$ cat src/rtl/imm_gen_stage_pkg.sv
// Shared opcode constants and immediate format codes for imm_gen_stage.
// Imported by imm_decode and imm_gen_stage.
package imm_gen_stage_pkg;

    localparam logic [6:0] OPC_LOAD     = 7'b0000011;
    localparam logic [6:0] OPC_MISC_MEM = 7'b0001111;
    localparam logic [6:0] OPC_OP_IMM   = 7'b0010011;
    localparam logic [6:0] OPC_AUIPC    = 7'b0010111;
    localparam logic [6:0] OPC_STORE    = 7'b0100011;
    localparam logic [6:0] OPC_OP       = 7'b0110011;
    localparam logic [6:0] OPC_LUI      = 7'b0110111;
    localparam logic [6:0] OPC_BRANCH   = 7'b1100011;
    localparam logic [6:0] OPC_JALR     = 7'b1100111;
    localparam logic [6:0] OPC_JAL      = 7'b1101111;
    localparam logic [6:0] OPC_SYSTEM   = 7'b1110011;

    localparam logic [2:0] IMM_FMT_I    = 3'd0;
    localparam logic [2:0] IMM_FMT_S    = 3'd1;
    localparam logic [2:0] IMM_FMT_B    = 3'd2;
    localparam logic [2:0] IMM_FMT_U    = 3'd3;
    localparam logic [2:0] IMM_FMT_J    = 3'd4;
    localparam logic [2:0] IMM_FMT_Z    = 3'd5;
    localparam logic [2:0] IMM_FMT_R    = 3'd6;
    localparam logic [2:0] IMM_FMT_NONE = 3'd7;

endpackage

$ cat src/rtl/imm_gen_stage_imm_decode.sv
// imm_decode: combinational immediate classifier/builder (inst -> imm, fmt, illegal).
// Ports: i_inst[31:0]; o_imm[WIDTH-1:0], o_fmt[2:0], o_illegal. Macro IMMGEN_RVC_EN adds RVC.
module imm_decode
    import imm_gen_stage_pkg::*;
#(
    parameter int WIDTH = 32
) (
    input  logic [31:0]      i_inst,
    output logic [WIDTH-1:0] o_imm,
    output logic [2:0]       o_fmt,
    output logic             o_illegal
);

    logic [6:0] w_opc;
    assign w_opc = i_inst[6:0];

    always_comb begin
        o_imm     = '0;
        o_fmt     = IMM_FMT_NONE;
        o_illegal = 1'b1;
        if (i_inst[1:0] == 2'b11) begin
            o_illegal = 1'b0;
            unique case (w_opc)
                OPC_LOAD, OPC_OP_IMM, OPC_JALR, OPC_MISC_MEM: begin
                    o_fmt = IMM_FMT_I;
                    o_imm = {{(WIDTH-12){i_inst[31]}}, i_inst[31:20]};
                end
                OPC_STORE: begin
                    o_fmt = IMM_FMT_S;
                    o_imm = {{(WIDTH-12){i_inst[31]}},
                             i_inst[31:25], i_inst[11:7]};
                end
                OPC_BRANCH: begin
                    o_fmt = IMM_FMT_B;
                    o_imm = {{(WIDTH-12){i_inst[31]}}, i_inst[7],
                             i_inst[30:25], i_inst[11:8], 1'b0};
                end
                OPC_LUI, OPC_AUIPC: begin
                    // bit 31 replicated so RV64 gets the sign-extended upper imm
                    o_fmt = IMM_FMT_U;
                    o_imm = {{(WIDTH-31){i_inst[31]}},
                             i_inst[30:12], 12'b0};
                end
                OPC_JAL: begin
                    o_fmt = IMM_FMT_J;
                    o_imm = {{(WIDTH-20){i_inst[31]}}, i_inst[19:12],
                             i_inst[20], i_inst[30:21], 1'b0};
                end
                OPC_SYSTEM: begin
                    if (i_inst[14]) begin
                        o_fmt = IMM_FMT_Z;
                        o_imm = {{(WIDTH-5){1'b0}}, i_inst[19:15]};
                    end else begin
                        o_fmt = IMM_FMT_R;
                    end
                end
                OPC_OP: begin
                    o_fmt = IMM_FMT_R;
                end
                default: begin
                    o_illegal = 1'b1;
                end
            endcase
        end
`ifdef IMMGEN_RVC_EN
        else begin
            o_illegal = 1'b0;
            // key = {quadrant, funct3}
            unique case ({i_inst[1:0], i_inst[15:13]})
                5'b00_000: begin
                    o_fmt = IMM_FMT_I;
                    o_imm = {{(WIDTH-10){1'b0}}, i_inst[10:7],
                             i_inst[12:11], i_inst[5], i_inst[6], 2'b00};
                end
                5'b00_010, 5'b00_110: begin
                    o_fmt = i_inst[15] ? IMM_FMT_S : IMM_FMT_I;
                    o_imm = {{(WIDTH-7){1'b0}}, i_inst[5],
                             i_inst[12:10], i_inst[6], 2'b00};
                end
                5'b01_000, 5'b01_010: begin
                    o_fmt = IMM_FMT_I;
                    o_imm = {{(WIDTH-5){i_inst[12]}}, i_inst[6:2]};
                end
                5'b01_101: begin
                    o_fmt = IMM_FMT_J;
                    o_imm = {{(WIDTH-11){i_inst[12]}}, i_inst[8],
                             i_inst[10:9], i_inst[6], i_inst[7],
                             i_inst[2], i_inst[11], i_inst[5:3], 1'b0};
                end
                5'b01_110, 5'b01_111: begin
                    o_fmt = IMM_FMT_B;
                    o_imm = {{(WIDTH-8){i_inst[12]}}, i_inst[6:5],
                             i_inst[2], i_inst[11:10], i_inst[4:3], 1'b0};
                end
                5'b10_010: begin
                    o_fmt = IMM_FMT_I;
                    o_imm = {{(WIDTH-8){1'b0}}, i_inst[3:2],
                             i_inst[12], i_inst[6:4], 2'b00};
                end
                5'b10_110: begin
                    o_fmt = IMM_FMT_S;
                    o_imm = {{(WIDTH-8){1'b0}}, i_inst[8:7],
                             i_inst[12:9], 2'b00};
                end
                default: begin
                    o_illegal = 1'b1;
                end
            endcase
        end
`endif
    end

endmodule

$ cat src/rtl/imm_gen_stage.sv
// imm_gen_stage: registered immediate-generation stage with a 2-entry skid buffer.
// Ports: clk, rst, flush, in_valid/in_ready/in_inst/in_pc, out_valid/out_ready/out_inst/out_pc/out_imm/out_fmt/out_illegal. Macro IMMGEN_RVC_EN.
module imm_gen_stage
    import imm_gen_stage_pkg::*;
#(
    parameter int WIDTH    = 32,
    parameter int PC_WIDTH = WIDTH
) (
    input  logic                clk,
    input  logic                rst,
    input  logic                flush,
    input  logic                in_valid,
    output logic                in_ready,
    input  logic [31:0]         in_inst,
    input  logic [PC_WIDTH-1:0] in_pc,
    output logic                out_valid,
    input  logic                out_ready,
    output logic [31:0]         out_inst,
    output logic [PC_WIDTH-1:0] out_pc,
    output logic [WIDTH-1:0]    out_imm,
    output logic [2:0]          out_fmt,
    output logic                out_illegal
);

    if (WIDTH != 32 && WIDTH != 64) begin : g_bad_width
        $error("imm_gen_stage: WIDTH must be 32 or 64");
    end

    logic [WIDTH-1:0] w_imm;
    logic [2:0]       w_fmt;
    logic             w_illegal;

    imm_decode #(.WIDTH(WIDTH)) u_dec (
        .i_inst    (in_inst),
        .o_imm     (w_imm),
        .o_fmt     (w_fmt),
        .o_illegal (w_illegal)
    );

    logic                r_m_valid, r_s_valid;
    logic [31:0]         r_m_inst, r_s_inst;
    logic [PC_WIDTH-1:0] r_m_pc, r_s_pc;
    logic [WIDTH-1:0]    r_m_imm, r_s_imm;
    logic [2:0]          r_m_fmt, r_s_fmt;
    logic                r_m_ill, r_s_ill;

    logic w_m_free;
    logic w_in_fire;

    // M can take a new entry if empty or drained this cycle
    assign w_m_free  = !r_m_valid || out_ready;
    assign w_in_fire = in_valid && !r_s_valid;

    always_ff @(posedge clk or posedge rst) begin
        if (rst) begin
            r_m_valid <= 1'b0;
            r_m_inst  <= '0;
            r_m_pc    <= '0;
            r_m_imm   <= '0;
            r_m_fmt   <= IMM_FMT_NONE;
            r_m_ill   <= 1'b0;
            r_s_valid <= 1'b0;
            r_s_inst  <= '0;
            r_s_pc    <= '0;
            r_s_imm   <= '0;
            r_s_fmt   <= IMM_FMT_NONE;
            r_s_ill   <= 1'b0;
        end else if (flush) begin
            r_m_valid <= 1'b0;
            r_s_valid <= 1'b0;
        end else if (w_m_free) begin
            if (r_s_valid) begin
                // in_ready is low here, so no input competes with S
                r_m_valid <= 1'b1;
                r_m_inst  <= r_s_inst;
                r_m_pc    <= r_s_pc;
                r_m_imm   <= r_s_imm;
                r_m_fmt   <= r_s_fmt;
                r_m_ill   <= r_s_ill;
                r_s_valid <= 1'b0;
            end else begin
                r_m_valid <= in_valid;
                if (in_valid) begin
                    r_m_inst <= in_inst;
                    r_m_pc   <= in_pc;
                    r_m_imm  <= w_imm;
                    r_m_fmt  <= w_fmt;
                    r_m_ill  <= w_illegal;
                end
            end
        end else if (w_in_fire) begin
            r_s_valid <= 1'b1;
            r_s_inst  <= in_inst;
            r_s_pc    <= in_pc;
            r_s_imm   <= w_imm;
            r_s_fmt   <= w_fmt;
            r_s_ill   <= w_illegal;
        end
    end

    assign in_ready    = !r_s_valid;
    assign out_valid   = r_m_valid;
    assign out_inst    = r_m_inst;
    assign out_pc      = r_m_pc;
    assign out_imm     = r_m_imm;
    assign out_fmt     = r_m_fmt;
    assign out_illegal = r_m_ill;

endmodule

$ cat config.mk
export PLATFORM = sky130hd
export DESIGN_NAME = imm_gen_stage
export DESIGN_NICKNAME = d
export VERILOG_FILES = /design/src/rtl/imm_gen_stage_pkg.sv /design/src/rtl/imm_gen_stage_imm_decode.sv /design/src/rtl/imm_gen_stage.sv
export SDC_FILE = /design/constraint.sdc
export NUM_CORES = 1
export LEC_CHECK = 0
export CAP_MARGIN = 20
export CORE_MARGIN = 1
export CORE_UTILIZATION = 52
export DETAILED_ROUTE_END_ITERATION = 8
export GPL_ROUTABILITY_DRIVEN = 0
export PLACE_DENSITY = 0.9
export RECOVER_POWER = 100
export SLEW_MARGIN = 20
export SYNTH_ARGS = -nofsm -noshare
export SYNTH_HDL_FRONTEND = slang
export SYNTH_SLANG_ARGS = --single-unit
$ cat constraint.sdc
create_clock -name clk -period 8.03 [get_ports clk]
set_clock_uncertainty 0.15 [all_clocks]
set_input_delay 1.606 -clock clk [delete_from_list [all_inputs] [get_ports clk]]
set_output_delay 1.606 -clock clk [all_outputs]
set_load 0.1 [all_outputs]
==> results <==
- Entering global routing, the biggest net connects 140 pins.
- Global routing finished with a remaining overflow of 0.
- In this run the worst setup path begins at in_valid.
- The count of unresolved DRC violations after routing is 0.
- The horizontal die dimension is around 130 um.
- For this run, the register share of the synthesized area comes to 0.5694.
- The type of the tightest min-delay check is flip-flop to flip-flop.
- From bottom edge to top edge, the die measures between 100 and 150 um.
- Gates resized during post-CTS repair numbered 0.
- For the pin with the worst max-slew slack, the measured transition is between 2 and 2.5 ns.
- The xor and xnor fraction of the mapped netlist area is 0.0009851.
- STA classifies the critical path startpoint as a primary input.
- The count of flip-flops with a built-in enable after synthesis is 0.
- Along the worst hold path, the cell count comes to 2.
- The clock tree from TritonCTS is built.
- The top cell type's share of synthesized area is 0.5516.
- The dominant cell type by area after synthesis is dfrtp_1.
- In the finished design, the share of the clock period the worst path needs comes to 0.7074.
- The starting density of the core is 0.5342.
- For this design the ratio of total power to cell area is about 280 nW/um^2.
- The setup check on the worst reg-to-reg path leaves a slack of between 3 and 4 ns.
- After synthesis, the share of cell area in mux cells is 0.07205.
- The maximum clock path buffer count is 3.
- The number of buffers inserted during clock tree synthesis is 21.
- Setup repair after global routing left no endpoint under its margin.
- For this block, the routed nets add up to roughly 22000 um of wire.
- The clock latency at the later pin of the worst-skew pair is 0.50 ns.
- The data arrival time of the critical path is roughly 6.0 ns.
- The kind of end point of the critical path is a flip-flop.
- The post-synthesis adder-cell area fraction is 0.
- VDD sags by at most roughly 200 uV.
- The top-level port count is approximately 170.
- CTS built an H-tree with a depth of 1.
- The synthesized instance count is around 940.
- The repair_antennas step left the layout with diodes totalling 0.
- By instance count, the cell type seen most on the critical path is or3_1.
- The routed via count is 7466.
- The count of nets left with antenna violations once routing finished came out at 0.
- At the worst endpoint, the required time is roughly 8.3 ns.
- The synthesis warning total is 0.
- The mean cell area of the mapped netlist is 9.428 um^2.
- The setup TNS is 0 ns.
- By startpoint and endpoint, the worst setup path is classified as primary input to flip-flop.
- The tool flagged a number of max-cap violations equal to 3.
- Of all nets on the critical path, the largest fanout is 88.
- The number of global-route vias before repair is approximately 7300.
- The number of hold-slack violations in the final timing report came to 0.
- The total count of max-transition violations in the final report came to 224.
- For hold timing, the worst endpoint is r_s_pc[17]$_DFFE_PP0P_.
- The leakage component of the power is 5.112 nW.
- The critical path goes through dlygate4sd3_1 -> nor2_1 -> or3_1 -> clkbuf_2 -> or3_1 -> o21ai_0 -> a31oi_1.
- The checks that failed: max-capacitance violations, max-slew violations.
- The number of hold buffers added after CTS is 0.
- The HPWL after detailed placement is 14130 um.
- The count of cells along the worst register-to-register path is 6.
- The number of DRC markers in iteration 0 is 606.
- Headroom to the max-slew limit came out at -0.4608.
- From synthesis to final layout, the design area changed by 28.06%.
- Of the total synthesized cell area, the portion taken by AND, OR, NAND and NOR gates is 0.1893.
- Summing every instance area after synthesis gives around 8900 um^2.
- After detailed routing, the average wire length per cell comes to between 15 and 20 um.
- Row generation in the floorplan step produced 47 rows.
- The global-route total usage across every layer is 0.2598.
- The run finished, with violations left.
- The cell family with the largest share of critical-path delay is simple AND/OR/NAND/NOR gates.
- The count of port buffers added during placement is between 150 and 200.
- Leaving out fill and tap cells, the most frequent cell in the layout is nand2_1.
- The first global-routing pass estimated around 37000 um of wire.
- The number of antenna violations at the first check in global routing is 0.
- The dominant register cell in the synthesized netlist is dfrtp_1.
- The largest single stage delay on the critical path is 1.64 ns.
- The design draws roughly 3.2 mW.
- The proportion of synthesized flip-flops having asynchronous set or reset is 1.000.
- The time the final worst path needs with I/O delays and setup is approximately 5.7 ns.
- The number of buffer and inverter stages on the critical path is 2.
- The register bit total from synthesis is 202.
- The final net count is between 1000 and 1500.
- In this run the standard cell core region covers roughly 17000 um^2.
- The tree built by TritonCTS fans out to just over 200 sinks.
- In the post-synthesis netlist, the biggest area contributors are dfrtp_1 (55%), nand2_1 (13%), mux2i_1 (7.2%).
- After detailed routing, the number of vias per cell comes to 5.704.
- The highest-delay cell along the critical path is or3_1.
- The first TritonRoute pass finished after 5 iterations.
- The start point of the worst min-delay path is r_s_pc[17]$_DFFE_PP0P_.
- For this run, the top clock speed supported by timing is roughly 180 MHz.
- Counting buffers and inverters, the worst setup path is 7 cells deep.
- Counting every net in the synthesized netlist gives ~1000.
- Buffers added to address setup during post-CTS repair amount to 0.
- Leaving out fill and tap cells, the most frequent cells in the layout are nand2_1 (311), dfrtp_1 (195), o21ai_0 (115).
- The end of the worst register-to-register path is out_fmt[0]$_DFFE_PP1P_.
- In this run the critical register-to-register path is launched from r_s_valid$_DFFE_PP0P_.
- The clock root buffer is clkbuf_16.
- After clock tree synthesis, the clock-pin slew on the worst setup and hold paths is approximately 0.06 ns.
- The distinct cell type count after synthesis is 35.
- The fraction of layout cells with a size suffix above 1 is 0.04867.
- Setup violations remaining at the end of the flow were counted as 0.
- The die area is around 18000 um^2.
- The filler cell count in the final layout is between 1000 and 1500.
- The dominant combinational cell family by area after synthesis is simple AND/OR/NAND/NOR gates.
- The compound-gate portion of the synthesized area is 0.1348.
worst reg2reg max path: cells and delay by family, from the launching register on:
family                 cells  cell delay [ns]
buffers and inverters      1             1.33
AO/OA/AOI/OAI              2             0.23
AND/OR/NAND/NOR            3             2.33
flip-flops                 1             0.72
area by class of cell:
class	instances	area, um^2	area share
clock buffers	26	574.3	0.05044
repair buffers	177	1752	0.1538
multi-input cells	670	3545	0.3113
flip-flops and latches	202	5066	0.4449
well taps	220	275.3	0.02418
clock inverters	9	147.6	0.01297
inverters	5	26.28	0.002308
per-stage QoR:
step	hold slack (ns)	util	setup WS [ns]	cells	instance area, um^2
floorplan	0.2834	-	0.7732	943	8891
global placement	0.2973	0.6417	3.514	1274	10680
detailed placement	0.3126	0.6417	3.284	1274	10680
CTS	0.3253	0.6851	3.061	1309	11400
global route	0.3437	0.6842	1.961	1309	11390
finish	0.3212	0.6842	2.350	1309	11390
state kept, by name, indices dropped and copies added, names as in the netlist:
register	flops
out_fmt	3
out_illegal	1
out_imm	32
out_inst	32
out_pc	32
out_valid	1
r_s_fmt	3
r_s_ill	1
r_s_imm	32
r_s_inst	32
r_s_pc	32
r_s_valid	1
where the power goes:
part           internal (mW)  switching [mW]
Clock                  0.633           0.388
Sequential              1.18          0.0885
Combinational          0.204           0.745
Total                   2.02            1.22
worst max-delay path by stage:
stage,endpoint
after floorplan,out_illegal$_DFFE_PP0P_
after global placement,r_s_imm[27]$_DFFE_PP0P_
after detailed placement,r_s_imm[30]$_DFFE_PP0P_
after CTS,in_ready
after global routing,out_imm[16]$_DFFE_PP0P_
final,out_fmt[0]$_DFFE_PP1P_
synth_stat cells, types with 2 or more instances:
library cell	number
a211oi_1	6
a21oi_1	39
a221o_1	6
a22o_1	6
a31oi_1	5
and2_1	3
and3_1	9
and3b_1	4
buf_2	19
buf_4	2
clkbuf_1	45
dfrtp_1	196
dfstp_2	6
inv_1	5
mux2i_1	64
nand2_1	311
nand2b_1	8
nand3_1	9
nor2_1	13
nor2b_1	4
nor3_1	6
nor3b_1	4
o211ai_1	21
o21a_1	4
o21ai_0	113
o21ai_1	3
or3_1	24
logic make-up after synthesis:
| kind of cell | after synthesis |
|---|---|
| xor gates and xnor gates | 1 |
| DFF | 202 |
| AOI/OAI and AO/OA | 207 |
| and+or+nand+nor | 398 |
| muxes | 64 |
| buffers and inverters | 71 |
layer usage:
layer  share of wire  vias to the layer above  track usage  routed length, um
met4           0.025                        0      0.08748                552
met5               0                        -            0                  0
li1                -                     3469            -                  -
met2            0.48                      360       0.4254              10790
met1            0.42                     3584       0.3544               9483
met3           0.074                       53      0.04138               1657
Power figures use the tool's default switching activity.
